File: src/rtl/muldiv_pkg.sv
// Shared types for the RV32M multi-cycle multiply/divide unit.
package muldiv_pkg;

    typedef enum logic [2:0] {
        OP_MUL    = 3'b000,
        OP_MULH   = 3'b001,
        OP_MULHSU = 3'b010,
        OP_MULHU  = 3'b011,
        OP_DIV    = 3'b100,
        OP_DIVU   = 3'b101,
        OP_REM    = 3'b110,
        OP_REMU   = 3'b111
    } muldiv_op_e;

    typedef enum logic [2:0] {
        S_IDLE,
        S_PREP,
        S_CALC,
        S_FIXUP,
        S_DONE
    } muldiv_state_e;

    // Result override chosen when an op bypasses the iterative datapath
    typedef enum logic [1:0] {
        SP_NONE,
        SP_ONES,
        SP_A,
        SP_ZERO
    } muldiv_special_e;

    localparam logic [6:0] M_FUNCT7 = 7'b0000001;

    function automatic logic is_div(input muldiv_op_e op);
        return op[2];
    endfunction

endpackage

File: src/rtl/muldiv_datapath.sv
// Operand latches, shift-add / restoring-divide register and sign fixup for muldiv_sequencer.
module muldiv_datapath
    import muldiv_pkg::*;
#(
    parameter int XLEN = 32
) (
    input  logic            clk_i,
    input  logic            rst_ni,
    input  logic            capture,
    input  logic            load,
    input  logic            step,
    input  logic            fixup,
    input  muldiv_special_e special,
    input  logic [2:0]      funct3,
    input  logic [XLEN-1:0] a,
    input  logic [XLEN-1:0] b,
    output muldiv_op_e      op,
    output logic [XLEN-1:0] a_lat,
    output logic [XLEN-1:0] b_lat,
    output logic [XLEN-1:0] result
);

    muldiv_op_e        op_q;
    logic [XLEN-1:0]   a_q, b_q, mcand_q, result_q;
    logic [2*XLEN-1:0] acc_q, acc_step, prod_signed;
    logic              neg_q, sign_a, sign_b, a_neg, b_neg;
    logic [XLEN-1:0]   abs_a, abs_b, rem_new, quo, rem, fix_val;
    logic [XLEN:0]     mul_sum, rem_ext, rem_diff;
    logic              rem_ge;

    always_comb begin
        sign_a = op_q inside {OP_MULH, OP_MULHSU, OP_DIV, OP_REM};
        sign_b = op_q inside {OP_MULH, OP_DIV, OP_REM};
        a_neg  = sign_a & a_q[XLEN-1];
        b_neg  = sign_b & b_q[XLEN-1];
        abs_a  = a_neg ? -a_q : a_q;
        abs_b  = b_neg ? -b_q : b_q;
    end

    // One iteration: multiply shifts right after a conditional add; divide shifts left
    // and keeps the bit that falls out of the remainder half so large divisors still compare.
    always_comb begin
        mul_sum  = {1'b0, acc_q[2*XLEN-1:XLEN]} + (acc_q[0] ? {1'b0, mcand_q} : '0);
        rem_ext  = acc_q[2*XLEN-1:XLEN-1];
        rem_diff = rem_ext - {1'b0, mcand_q};
        rem_ge   = rem_ext >= {1'b0, mcand_q};
        rem_new  = rem_ge ? rem_diff[XLEN-1:0] : rem_ext[XLEN-1:0];
        if (is_div(op_q)) begin
            acc_step = {rem_new, acc_q[XLEN-2:0], rem_ge};
        end else begin
            acc_step = {mul_sum, acc_q[XLEN-1:1]};
        end
    end

    always_comb begin
        prod_signed = neg_q ? -acc_q : acc_q;
        quo         = neg_q ? -acc_q[XLEN-1:0] : acc_q[XLEN-1:0];
        rem         = neg_q ? -acc_q[2*XLEN-1:XLEN] : acc_q[2*XLEN-1:XLEN];
        unique case (op_q)
            OP_MUL:                       fix_val = prod_signed[XLEN-1:0];
            OP_MULH, OP_MULHSU, OP_MULHU: fix_val = prod_signed[2*XLEN-1:XLEN];
            OP_DIV, OP_DIVU:              fix_val = quo;
            default:                      fix_val = rem;
        endcase
        unique case (special)
            SP_ONES: fix_val = '1;
            SP_A:    fix_val = a_q;
            SP_ZERO: fix_val = '0;
            default: ;
        endcase
    end

    always_ff @(posedge clk_i or negedge rst_ni) begin
        if (!rst_ni) begin
            op_q     <= OP_MUL;
            a_q      <= '0;
            b_q      <= '0;
            mcand_q  <= '0;
            acc_q    <= '0;
            neg_q    <= 1'b0;
            result_q <= '0;
        end else begin
            if (capture) begin
                op_q <= muldiv_op_e'(funct3);
                a_q  <= a;
                b_q  <= b;
            end
            if (load) begin
                acc_q   <= {{XLEN{1'b0}}, abs_a};
                mcand_q <= abs_b;
                // Remainder follows the dividend; product and quotient follow both signs
                neg_q   <= (op_q inside {OP_REM, OP_REMU}) ? a_neg : (a_neg ^ b_neg);
            end else if (step) begin
                acc_q <= acc_step;
            end
            if (fixup) begin
                result_q <= fix_val;
            end
        end
    end

    assign op     = op_q;
    assign a_lat  = a_q;
    assign b_lat  = b_q;
    assign result = result_q;

endmodule

File: src/rtl/muldiv_sequencer.sv
// Multi-cycle RV32M controller: handshake, FSM, iteration counter and special-case decode.
module muldiv_sequencer
    import muldiv_pkg::*;
#(
    parameter int XLEN = 32
) (
    input  logic            clk_i,
    input  logic            rst_ni,
    input  logic            valid_i,
    output logic            ready_o,
    input  logic [2:0]      funct3_i,
    input  logic [XLEN-1:0] a_i,
    input  logic [XLEN-1:0] b_i,
    input  logic            flush_i,
    output logic            valid_o,
    input  logic            ready_i,
    output logic [XLEN-1:0] result_o,
    output logic            busy_o
);

    muldiv_state_e   state_q, state_d;
    muldiv_special_e special_q, special_d;
    muldiv_op_e      op;
    logic [XLEN-1:0] a_lat, b_lat;
    logic [5:0]      cnt_q;
    logic            ready_q, accept;

    assign accept = valid_i & ready_q & ~flush_i;

    always_comb begin
        special_d = SP_NONE;
        if (is_div(op)) begin
            if (b_lat == '0) begin
                special_d = (op inside {OP_DIV, OP_DIVU}) ? SP_ONES : SP_A;
            end else if ((op inside {OP_DIV, OP_REM}) &&
                         (a_lat == {1'b1, {(XLEN-1){1'b0}}}) && (b_lat == '1)) begin
                special_d = (op == OP_DIV) ? SP_A : SP_ZERO;
            end
        end
    end

    // Special cases still pass through FIXUP so every result is written by the same strobe
    always_comb begin
        state_d = state_q;
        unique case (state_q)
            S_IDLE:  if (accept) state_d = S_PREP;
            S_PREP:  state_d = (special_d != SP_NONE) ? S_FIXUP : S_CALC;
            S_CALC:  if (cnt_q == 6'(XLEN-1)) state_d = S_FIXUP;
            S_FIXUP: state_d = S_DONE;
            S_DONE:  if (ready_i) state_d = S_IDLE;
            default: state_d = S_IDLE;
        endcase
        if (flush_i) state_d = S_IDLE;
    end

    always_ff @(posedge clk_i or negedge rst_ni) begin
        if (!rst_ni) begin
            state_q   <= S_IDLE;
            special_q <= SP_NONE;
            cnt_q     <= '0;
            ready_q   <= 1'b1;
        end else begin
            state_q <= state_d;
            ready_q <= (state_d == S_IDLE);
            if (state_q == S_PREP) special_q <= special_d;
            if (state_q == S_CALC && !flush_i) begin
                cnt_q <= cnt_q + 6'd1;
            end else begin
                cnt_q <= '0;
            end
        end
    end

    muldiv_datapath #(.XLEN(XLEN)) u_datapath (
        .clk_i   (clk_i),
        .rst_ni  (rst_ni),
        .capture (accept),
        .load    ((state_q == S_PREP) && !flush_i),
        .step    ((state_q == S_CALC) && !flush_i),
        .fixup   ((state_q == S_FIXUP) && !flush_i),
        .special (special_q),
        .funct3  (funct3_i),
        .a       (a_i),
        .b       (b_i),
        .op      (op),
        .a_lat   (a_lat),
        .b_lat   (b_lat),
        .result  (result_o)
    );

    assign ready_o = ready_q;
    assign valid_o = (state_q == S_DONE);
    assign busy_o  = (state_q != S_IDLE);

endmodule

File: config.mk
export PLATFORM = sky130hd
export DESIGN_NAME = muldiv_sequencer
export DESIGN_NICKNAME = d
export VERILOG_FILES = /design/src/rtl/muldiv_pkg.sv /design/src/rtl/muldiv_datapath.sv /design/src/rtl/muldiv_sequencer.sv
export SDC_FILE = /design/constraint.sdc
export NUM_CORES = 1
export LEC_CHECK = 0
export CORE_AREA = 2 2 145 218
export DETAILED_ROUTE_END_ITERATION = 16
export DIE_AREA = 0 0 147 220
export PLACE_DENSITY = 0.73
export SETUP_SLACK_MARGIN = 0.3
export SLEW_MARGIN = 30
export SYNTH_ARGS = -nofsm -noshare
export SYNTH_HDL_FRONTEND = slang
export SYNTH_SLANG_ARGS = --single-unit
File: constraint.sdc
create_clock -name clk_i -period 4.7 [get_ports clk_i]
set_input_delay 0.94 -clock clk_i [delete_from_list [all_inputs] [get_ports clk_i]]
set_output_delay 0.94 -clock clk_i [all_outputs]
set_load 0.005 [all_outputs]
### After elaboration in Yosys (flattened, before gate mapping)

Cells that the tools add are included.

| word-level totals | value |
|---|---|
| register bits after elaboration | 208 |

| cells by class | value |
|---|---|
| add/subtract/negate cells | 8 |
| equality and inequality tests | 17 |
| reduce and logical (&&, ||, !) cells | 20 |
| muxes and demuxes | 25 |
| magnitude comparators | 1 |
| bitwise logic cells | 6 |

Operators by type and width:

| operator | number |
|---|---|
| $mux W64 | 4 |
| $mux W32 | 6 |
| $pmux W32 S3 | 2 |
| $neg A32 Y32 | 4 |
| $eq A32 B32 Y1 const B | 2 |
| $neg A64 Y64 | 1 |
| $add A32 B32 Y33 | 1 |
| $ge A33 B32 Y1 | 1 |
| $logic_not A32 Y1 | 1 |
| $sub A32 B32 Y32 | 1 |
| $eq A3 B3 Y1 const B | 5 |
| $pmux W3 S5 | 1 |
| $eq A3 B2 Y1 const B | 4 |
| $mux W3 | 4 |
| $reduce_bool A2 Y1 | 5 |
| $logic_not A3 Y1 | 3 |
| $mux W2 | 4 |
| $add A6 B1 Y6 const B | 1 |
| $eq A3 B1 Y1 const B | 2 |
| $eq A6 B5 Y1 const B | 1 |
| $mux W6 | 1 |
| $reduce_bool A3 Y1 | 2 |
| $logic_and A1 B1 Y1 | 5 |
| $and A1 B1 Y1 | 4 |
| other kinds (9) | 12 |

### Longest topological paths before layout

Gate-level depths: netlist of the first run.

| depth | value |
|---|---|
| depth after elaboration | 12 |
| depth in mapped cells | 14 |
| gate-level depth less buffers | 13 |

### Cells and area by module

A second synthesis of the first run with hierarchy kept.

| unflattened totals | value |
|---|---|
| cell total of the unflattened synthesis | 2001 |
| area, all modules | 16638.5 µm² |

Modules (own cells, without submodules):

| module | cells each | area each (µm²) | times used |
|---|---|---|---|
| muldiv_datapath | 1902 | 15773.9 | 1 |
| muldiv_sequencer | 99 | 864.6 | 1 |

### Worst setup path after synthesis of the first run

No wires, ideal clock.

| timing | value |
|---|---|
| path kind | reg2reg |
| from | register u_datapath.acc_q[0] |
| to | register u_datapath.result_q[10], in the netlist u_datapath.result[10] |
| cell stages (with the launch flop) | 13 |
| slack | 1.401 ns |
| arrival | 3.221 ns |
| required time | 4.623 ns |
| buffers on the path | 1 |
| cell sequence | dfrtp_1 > inv_1 > buf_1 > ha_1 > or4b_1 > nor3_2 > nand3_2 > or4_4 > nor2_4 > o22ai_1 > a32o_1 > a211o_1 > a21oi_1 |

| between the ends | value |
|---|---|
| word-level cells in the longest chain between the ends | 4 |
| elaborated cells between the ends (all ways) | 6 |

RTL lines:

| element | line | text |
|---|---|---|
| from (decl) | muldiv_datapath.sv:25 | `logic [2*XLEN-1:0] acc_q, acc_step, prod_signed;` |
| from (signal assigned) | muldiv_datapath.sv:89 | `acc_q <= {{XLEN{1'b0}}, abs_a};` |
| from (signal assigned) | muldiv_datapath.sv:94 | `acc_q <= acc_step;` |
| $neg A64 Y64 or $neg A32 Y32 (tied branches) | muldiv_datapath.sv:56, muldiv_datapath.sv:57 |  |
| $mux W64 or $mux W32 (tied branches) | muldiv_datapath.sv:56, muldiv_datapath.sv:57 |  |
| $pmux W32 S3 (*) | muldiv_datapath.sv:59 | `unique case (op_q)` |
| $pmux W32 S3 (*) | muldiv_datapath.sv:65 | `unique case (special)` |
| to (signal assigned) | muldiv_datapath.sv:97 | `result_q <= fix_val;` |
| to (decl) | muldiv_datapath.sv:24 | `logic [XLEN-1:0] a_q, b_q, mcand_q, result_q;` |

Mark *: on every way between the ends. The rest lies on a longest branch, timed or not.
A chain may end at the register's enable or synchronous reset.

### Worst setup path after layout of the first run

| timing | value |
|---|---|
| from | register u_datapath.acc_q[0] |
| to | register u_datapath.acc_q[61] |

| between the ends | value |
|---|---|
| word-level cells in the longest chain between the ends | 5 |

RTL lines:

| element | line | text |
|---|---|---|
| $mux W32 | muldiv_datapath.sv:43 | `mul_sum = {1'b0, acc_q[2*XLEN-1:XLEN]} + (acc_q[0] ? {1'b0, mcand_q} : '0);` |
| $add A32 B32 Y33 | muldiv_datapath.sv:43 |  |
| $mux W64 | muldiv_datapath.sv:48 | `if (is_div(op_q)) begin` |
| $mux W64 | muldiv_datapath.sv:93 | `end else if (step) begin` |
| $mux W64 | muldiv_datapath.sv:88 | `if (load) begin` |

No other way between the ends. The select of a mux whose other input is x is not followed.

==> summary.md, run 1 <==
| Metric | Value |
|---|---|
| Routed vias/inst | 6.50 |
| Setup repair after global routing missed its margin | no |
| Initial antenna violation count | 1 |
| Number of max-slew violations in the final report | 0 |
| Number of cells upsized or downsized after cts | 0 |
| Drt drc | 0 |
| Setup TNS | 0 ps |
| Core Area | 0.0306 mm² |
| CTS sink cnt | 208 |
| Cell at the root of the clock tree | sky130_fd_sc_hd__clkbuf_16 |
| Setup fix buffers added after clock tree synthesis | 0 |
| Overall die height | 220 µm |
| Power share of the clock group | 15.3% |
| Total count of hold-check failures in the final report | 0 |
| Number of standard cells in the layout, taps in and fillers out | 2,395 |
| Total number of nets in the final design | 2,115 |
| Library cells used by synthesis | 75 |
| Starting Density | 52.9% |
| Critical Path Source Type | register |
| Maximum vdd drop | 0.000465 V |
| Number of warnings printed during yosys synthesis | 0 |
| Pin count of the biggest net entering global routing | 115 |
| Proportion of total power due to net switching | 49.5% |
| Post-Place Cells | 2,350 |
| Total Routed Length | 59,100 µm |
| Seq pwr share | 27.0% |
| Primary FF master, synth | sky130_fd_sc_hd__dfrtp_1 |
| Cell Chain, Critical Path | inv_1 > buf_4 > nor2_1 > ha_1 > a21o_1 > a31o_2 > a211oi_1 > o211ai_1 > a21oi_1 > a211oi_1 > or3_1 > nand3_1 > o211ai_1 |
| Number of global-route vias before repair | 15,556 |
| Clk pin slew, worst setup/hold paths | 70 ps |
| Int Power | 6.64 mW |
| Number of DRC violations after detailed-routing iteration 0 | 1,247 |
| Total grt overflow | 0 |
| Global-route wire length before repair | 90,200 µm |
| Wire length per cell | 24.7 µm |
| Worst hold path class | input pin to asynchronous set/reset pin |
| Maximum achievable frequency | 0.260 GHz |
| Data required time of the critical path | 5130 ps |
| Synthesized area | 0.0162 mm² |
| Boundary Pins | 107 |
| Post-DP HPWL | 44,200 µm |
| R2r worst-path depth | 13 |
| Max FO, Critical Path | 11 |
| Transition time at the pin with the least slew margin | 1040 ps |
| Cell count after synthesis | 1,919 |
| DRT Pass-1 Iters | 5 |
| Total of flip-flops plus latches after synthesis | 208 |
| Post-Synthesis Net Count | 2,063 |
| Width of the chip | 147 µm |
| CTS tree | done |
| Number of levels in the clock H-tree | 1 |
| Port Buffer Count | 106 |
| Antenna-violating nets left | 0 |
| Layout cell share with drive strength beyond 1 | 8.85% |
| Power after layout | 13.2 mW |
| Max-capacitance violation count | 0 |
| Number of enable-type register cells in the synthesized netlist | 0 |
| Latest clock arrival within the worst-skew pair | 560 ps |
| Min cycle time layout | 3850 ps |
| Outcome | finished clean |
| Final period utilization | 81.8% |
| DIE AREA | 0.0323 mm² |
| Switching Power | 6.52 mW |
| Combinational share of power | 57.7% |
| Critical path capture point type | register |
| Part of the Yosys area used for sequential elements | 32.1% |
| Async set-or-reset flop fraction in the synthesized netlist | 100% |
| Clock Tree Buf Depth | 3 |
| CTS buffer count | 23 |
| Worst slew margin relative to its limit | 30.6% |
| Routability congestion estimate | 0.997 |
| Power density relative to cell area | 712 mW/mm² |
| Overall global routing resource usage | 36.4% |
| Core Rows | 79 |
| Type of the worst setup path | register to register |
| Largest stage delay on the critical path | 600 ps |
| Leakage power total | 7.78 nW |
| Hold buffer count at cts | 0 |
| CP Data Arrival Time | 4280 ps |
| Via count | 15,571 |
| Highest-delay cell along the critical path | sky130_fd_sc_hd__a211oi_1 |
| Final clock skew | 15.6 ps |
| Syn_area_per_cell | 8.44 µm² |
| Area delta synth->final | 14.1% |
| Total setup violations reported at the end of the flow | 0 |
-- cells in the mapped netlist, types with 15 or more instances --
cell / instances / area, µm²
sky130_fd_sc_hd__ha_1: 70 / 876
sky130_fd_sc_hd__a21o_1: 23 / 173
sky130_fd_sc_hd__a21oi_1: 129 / 646
sky130_fd_sc_hd__inv_1: 61 / 229
sky130_fd_sc_hd__nor2_1: 125 / 469
sky130_fd_sc_hd__o21ai_0: 191 / 956
sky130_fd_sc_hd__o31ai_1: 39 / 293
sky130_fd_sc_hd__a22oi_1: 20 / 150
sky130_fd_sc_hd__nand2b_1: 29 / 181
sky130_fd_sc_hd__mux2i_1: 47 / 470
sky130_fd_sc_hd__or3_1: 26 / 163
sky130_fd_sc_hd__o22ai_1: 15 / 93.8
sky130_fd_sc_hd__a211oi_1: 21 / 158
sky130_fd_sc_hd__mux2_2: 69 / 777
sky130_fd_sc_hd__clkbuf_1: 106 / 398
sky130_fd_sc_hd__xnor2_1: 77 / 674
sky130_fd_sc_hd__o211ai_1: 39 / 293
sky130_fd_sc_hd__nand3_1: 36 / 180
sky130_fd_sc_hd__dfrtp_1: 207 / 5180
sky130_fd_sc_hd__nand4_1: 21 / 131
sky130_fd_sc_hd__xor2_1: 107 / 937
sky130_fd_sc_hd__nand2_1: 191 / 717
sky130_fd_sc_hd__o41ai_1: 16 / 140
sky130_fd_sc_hd__o21a_1: 17 / 128
sky130_fd_sc_hd__nor3_1: 33 / 165
-- critical path, delay by kind of cell (launching register included) --
kind,cells,cell delay (ps)
buffers and inverters,2,570
adders and majority gates,1,340
DFF,1,440
and+or+nand+nor,3,500
AOI/OAI and AO/OA,7,1880
-- kinds of logic after synthesis --
| group | synth area share, % |
|---|---|
| AOI/OAI and AO/OA | 24.0 |
| and+or+nand+nor | 16.3 |
| DFF | 32.1 |
| xor gates and xnor gates | 9.95 |
| buffers and inverters | 4.20 |
| muxes | 7.70 |
| adders and majority gates | 5.66 |
-- flip-flops by register name, indices dropped and copies added, names as in the netlist --
signal / count
u_datapath.a_lat: 32
ready_o: 1
state_q: 3
special_q: 2
u_datapath.mcand_q: 32
u_datapath.neg_q: 1
u_datapath.result: 32
u_datapath.op: 3
u_datapath.b_lat: 32
cnt_q: 6
u_datapath.acc_q: 64
-- through the flow --
step	hold slack (ps)	util (%)	instance area [µm²]	worst slack [ps]
floorplan	450	-	16200	1400
global route	435	60.3	18500	595
finish	364	60.3	18500	854
detailed placement	470	57.6	17600	957
global placement	466	57.5	17600	1040
CTS	405	60.2	18500	948
-- placed cells by master, fill, tap and decap left out, types with 15 or more instances in the layout --
| cell type | count |
|---|---|
| sky130_fd_sc_hd__a21o_1 | 23 |
| sky130_fd_sc_hd__mux2_2 | 69 |
| sky130_fd_sc_hd__o21ai_0 | 190 |
| sky130_fd_sc_hd__a21oi_1 | 129 |
| sky130_fd_sc_hd__a211oi_1 | 21 |
| sky130_fd_sc_hd__dfrtp_1 | 205 |
| sky130_fd_sc_hd__or3_1 | 25 |
| sky130_fd_sc_hd__o31ai_1 | 39 |
| sky130_fd_sc_hd__xor2_1 | 107 |
| sky130_fd_sc_hd__clkbuf_16 | 24 |
| sky130_fd_sc_hd__inv_1 | 61 |
| sky130_fd_sc_hd__nor2_1 | 123 |
| sky130_fd_sc_hd__nand3_1 | 36 |
| sky130_fd_sc_hd__nand2b_1 | 29 |
| sky130_fd_sc_hd__mux2i_1 | 47 |
| sky130_fd_sc_hd__nand4_1 | 21 |
| sky130_fd_sc_hd__buf_4 | 36 |
| sky130_fd_sc_hd__o21a_1 | 17 |
| sky130_fd_sc_hd__nand2_1 | 191 |
| sky130_fd_sc_hd__o41ai_1 | 16 |
| sky130_fd_sc_hd__a22oi_1 | 20 |
| sky130_fd_sc_hd__clkdlybuf4s50_1 | 105 |
| sky130_fd_sc_hd__ha_1 | 70 |
| sky130_fd_sc_hd__xnor2_1 | 77 |
| sky130_fd_sc_hd__o22ai_1 | 15 |
| sky130_fd_sc_hd__o211ai_1 | 39 |
| sky130_fd_sc_hd__nor3_1 | 32 |
-- power groups by stage --
| stage | clock network (mW) | registers [mW] | logic, mW |
|---|---|---|---|
| 2_1_floorplan | 0 | 2.88 | 5.60 |
| 3_3_place_gp | 0 | 3.49 | 7.35 |
| 3_5_place_dp | 0 | 3.52 | 7.41 |
| 4_1_cts | 2.03 | 3.49 | 7.45 |
| 5_1_grt | 2.09 | 3.60 | 8.28 |
| 6_report | 2.01 | 3.56 | 7.59 |
-- final cells by class --
class                      instances  area (µm²)
timing repair buffer             144        1390
inverter                          62         233
clock inverter                    10         143
fill                            2706       12200
sequential                       208        5210
clock buffer                      32         679
antenna                            2        5.00
tap                              405         507
multi-input combinational       1532       10300
-- per-layer routing --
metal	GRT usage (%)	up-vias	routed length (µm)
met5	0	-	0
met4	33.4	0	6540
met3	5.42	277	3200
met2	63.6	677	29100
met1	37.4	7496	20300
li1	-	7121	-
-- path summary, 6_finish.rpt --
check                                        end                 start  slack [ps]
max                         u_datapath.acc_q[61]   u_datapath.acc_q[0]         850
max in group asynchronous       u_datapath.neg_q                rst_ni        3390
max reg2reg                 u_datapath.acc_q[61]   u_datapath.acc_q[0]         850
min reg2reg                 u_datapath.result[9]  u_datapath.result[9]         480
min in group clk_i          u_datapath.result[9]  u_datapath.result[9]         480
min                        u_datapath.result[19]                rst_ni         360
(Power assumes the default switching activity.)
==> inputs of run 2 (changes only) <==
Settings changed: PLACE_DENSITY 0.73 to 0.76.
Clock period 4.7 ns to 3.5 ns, I/O delays scaled along.
==> summary.md, run 2 (synthesis results as in run 1) <==
| Metric | Value |
|---|---|
| Outcome | finished clean |
| Pin count of the biggest net entering global routing | 84 (-27%) |
| Number of levels in the clock H-tree | 1 (unchanged) |
| Overall die height | 220 µm (unchanged) |
| Clock Tree Buf Depth | 3 (unchanged) |
| Power after layout | 19.0 mW (+45%) |
| Number of DRC violations after detailed-routing iteration 0 | 1,309 (+5.0%) |
| Total number of nets in the final design | 2,210 (+4.5%) |
| Final clock skew | 13.3 ps (-2.26 ps) |
| Worst slack at placement | -62.8 ps (-1020 ps) |
| Worst hold path class | input pin to asynchronous set/reset pin |
| Via count | 16,355 (+5.0%) |
| Top reg by flops | u_datapath.acc_q |
| Post-Place Cells | 2,418 (+2.9%) |
| Top layer in use | met4 |
| Total Routed Length | 61,300 µm (+3.7%) |
| Number of max-slew violations in the final report | 0 (unchanged) |
| Overall global routing resource usage | 36.7% (+0.29 points) |
| Post-place instance area | 0.0182 mm² (+3.1%) |
| Max-capacitance violation count | 0 (unchanged) |
| Drt drc | 0 (unchanged) |
| CP Data Arrival Time | 3670 ps (-610 ps) |
| Total setup violations reported at the end of the flow | 0 (unchanged) |
| Routability congestion estimate | 1.07 (+7.2%) |
| Max FO, Critical Path | 5 (-6) |
| Final period utilization | 92.5% (+11 points) |
| Transition time at the pin with the least slew margin | 976 ps (-61.4 ps) |
| Met2 wire len | 30,100 µm (+3.5%) |
| DRT Pass-1 Iters | 5 (unchanged) |
| Max FFs per register | 64 (unchanged) |
| CTS buffer count | 23 (unchanged) |
| Most common cell after layout, fill and taps aside | sky130_fd_sc_hd__dfrtp_1 |
| Worst hold slack across all endpoints | 187 ps (-178 ps) |
| Leakage power total | 8.25 nW (+6.0%) |
| Critical path capture point type | register |
| Area delta synth->final | 21.4% |
| Cell at the root of the clock tree | sky130_fd_sc_hd__clkbuf_16 |
| Maximum achievable frequency | 0.309 GHz (+19%) |
| Maximum vdd drop | 0.000809 V (+74%) |
| Critical Path Source Type | register |
| Core Area | 0.0306 mm² (unchanged) |
| Total count of hold-check failures in the final report | 0 (unchanged) |
| Total grt overflow | 0 (unchanged) |
| Routed length on met3 | 3740 µm (+17%) |
| Number of global-route vias before repair | 15,848 (+1.9%) |
| Port Buffer Count | 106 (unchanged) |
| Core Rows | 79 (unchanged) |
| Worst slew margin relative to its limit | 34.5% (+3.9 points) |
| Latest clock arrival within the worst-skew pair | 560 ps (about the same) |
| Number of standard cells in the layout, taps in and fillers out | 2,489 (+3.9%) |
| Finished layout cell area | 0.0197 mm² (+6.3%) |
| Post-Route M1 WL | 20,500 µm (+0.96%) |
| Type of the worst setup path | register to register |
| Min cycle time layout | 3240 ps (-610 ps) |
| Wire length per cell | 24.6 µm (-0.22%) |
| CTS sink cnt | 208 (unchanged) |
| Data required time of the critical path | 3930 ps (-1200 ps) |
| Leading cell types in the layout, fill and taps excluded | sky130_fd_sc_hd__dfrtp_1 (194), sky130_fd_sc_hd__nand2_1 (190), sky130_fd_sc_hd__o21ai_0 (185), sky130_fd_sc_hd__buf_4 (124), sky130_fd_sc_hd__a21oi_1 (120) |
| Routed vias/inst | 6.57 (+1.1%) |
| Antenna-violating nets left | 0 (unchanged) |
| Global-route wire length before repair | 90,700 µm (+0.53%) |
| Power density relative to cell area | 967 mW/mm² (+36%) |
| Worst Slack Setup Final | 264 ps (-590 ps) |
| Boundary Pins | 107 (unchanged) |
| CTS tree | done |
| Initial antenna violation count | 0 (-1) |
| Post-DP HPWL | 45,900 µm (+3.8%) |
| Clk pin slew, worst setup/hold paths | 70 ps (about the same) |
| Starting Density | 52.9% (unchanged) |
| Layout cell share with drive strength beyond 1 | 16.7% (+7.9 points) |
| DIE AREA | 0.0323 mm² (unchanged) |
| Width of the chip | 147 µm (unchanged) |
| Setup repair after global routing missed its margin | yes |
[run 2: layout make-up]
class	count	area, µm²
Antenna cell	1	2.50
Clock buffer	29	628
Clock inverter	13	144
Fill cell	2661	11000
Inverter	62	239
Multi-Input combinational cell	1532	10800
Sequential cell	208	5220
Tap cell	405	507
Timing Repair Buffer	238	2120
Timing Repair inverter	1	7.51
[run 2: worst paths after layout]
check / start / end / slack [ps] / cells after the start
worst min register to register: u_datapath.result[9] / u_datapath.result[9] / 480 / 2
worst min-delay path: rst_ni / u_datapath.result[20] / 190 / 1
worst max register to register: u_datapath.acc_q[0] / u_datapath.acc_q[62] / 260 / 13
max in group asynchronous: rst_ni / u_datapath.acc_q[12] / 2460 / 2
min in group clk_i: u_datapath.result[9] / u_datapath.result[9] / 480 / 2
worst max-delay path: u_datapath.acc_q[0] / u_datapath.acc_q[62] / 260 / 13
[run 2: per-stage QoR]
| step | setup TNS, ps | utilization [%] |
|---|---|---|
| 6_report | 0 | 64.2 |
| 5_1_grt | 0 | 64.1 |
| 4_1_cts | 0 | 62.3 |
| 3_5_place_dp | -62.8 | 59.3 |
| 3_3_place_gp | 0 | 59.2 |
| 2_1_floorplan | 0 | - |
[run 2: per-layer routing]
| metal | global-route usage, % | up-vias |
|---|---|---|
| li1 | - | 7311 |
| met1 | 38.3 | 7893 |
| met2 | 63.8 | 846 |
| met3 | 4.45 | 305 |
| met4 | 34.5 | 0 |
| met5 | 0 | - |
[run 2: critical path, stage by stage (launching register included)]
cell and delay (ps):
sky130_fd_sc_hd__dfrtp_2 440, sky130_fd_sc_hd__clkinvlp_4 210, sky130_fd_sc_hd__buf_6 170, sky130_fd_sc_hd__nor2_4 140, sky130_fd_sc_hd__ha_4 220, sky130_fd_sc_hd__a211oi_2 250
sky130_fd_sc_hd__o211a_1 210, sky130_fd_sc_hd__o31a_1 210, sky130_fd_sc_hd__o21a_2 240, sky130_fd_sc_hd__o21bai_4 90, sky130_fd_sc_hd__a221o_1 370, sky130_fd_sc_hd__a22o_1 250
sky130_fd_sc_hd__a211oi_2 180, sky130_fd_sc_hd__o211ai_1 110
[run 2: report_power, final]
| part | switching, mW | internal, mW | leakage (nW) |
|---|---|---|---|
| Sequential | 1.33 | 3.18 | 2.57 |
| Clock | 1.13 | 1.44 | 0.383 |
| Combinational | 6.89 | 5.05 | 5.29 |
| Total | 9.35 | 9.67 | 8.25 |
[run 2: timing repair]
action	4_1_cts	5_1_grt
resized for setup	26	81
setup endpoints to repair	19	25
hold buffers	0	0
setup buffers	4	23
pin swaps	6	34
cloned	1	0
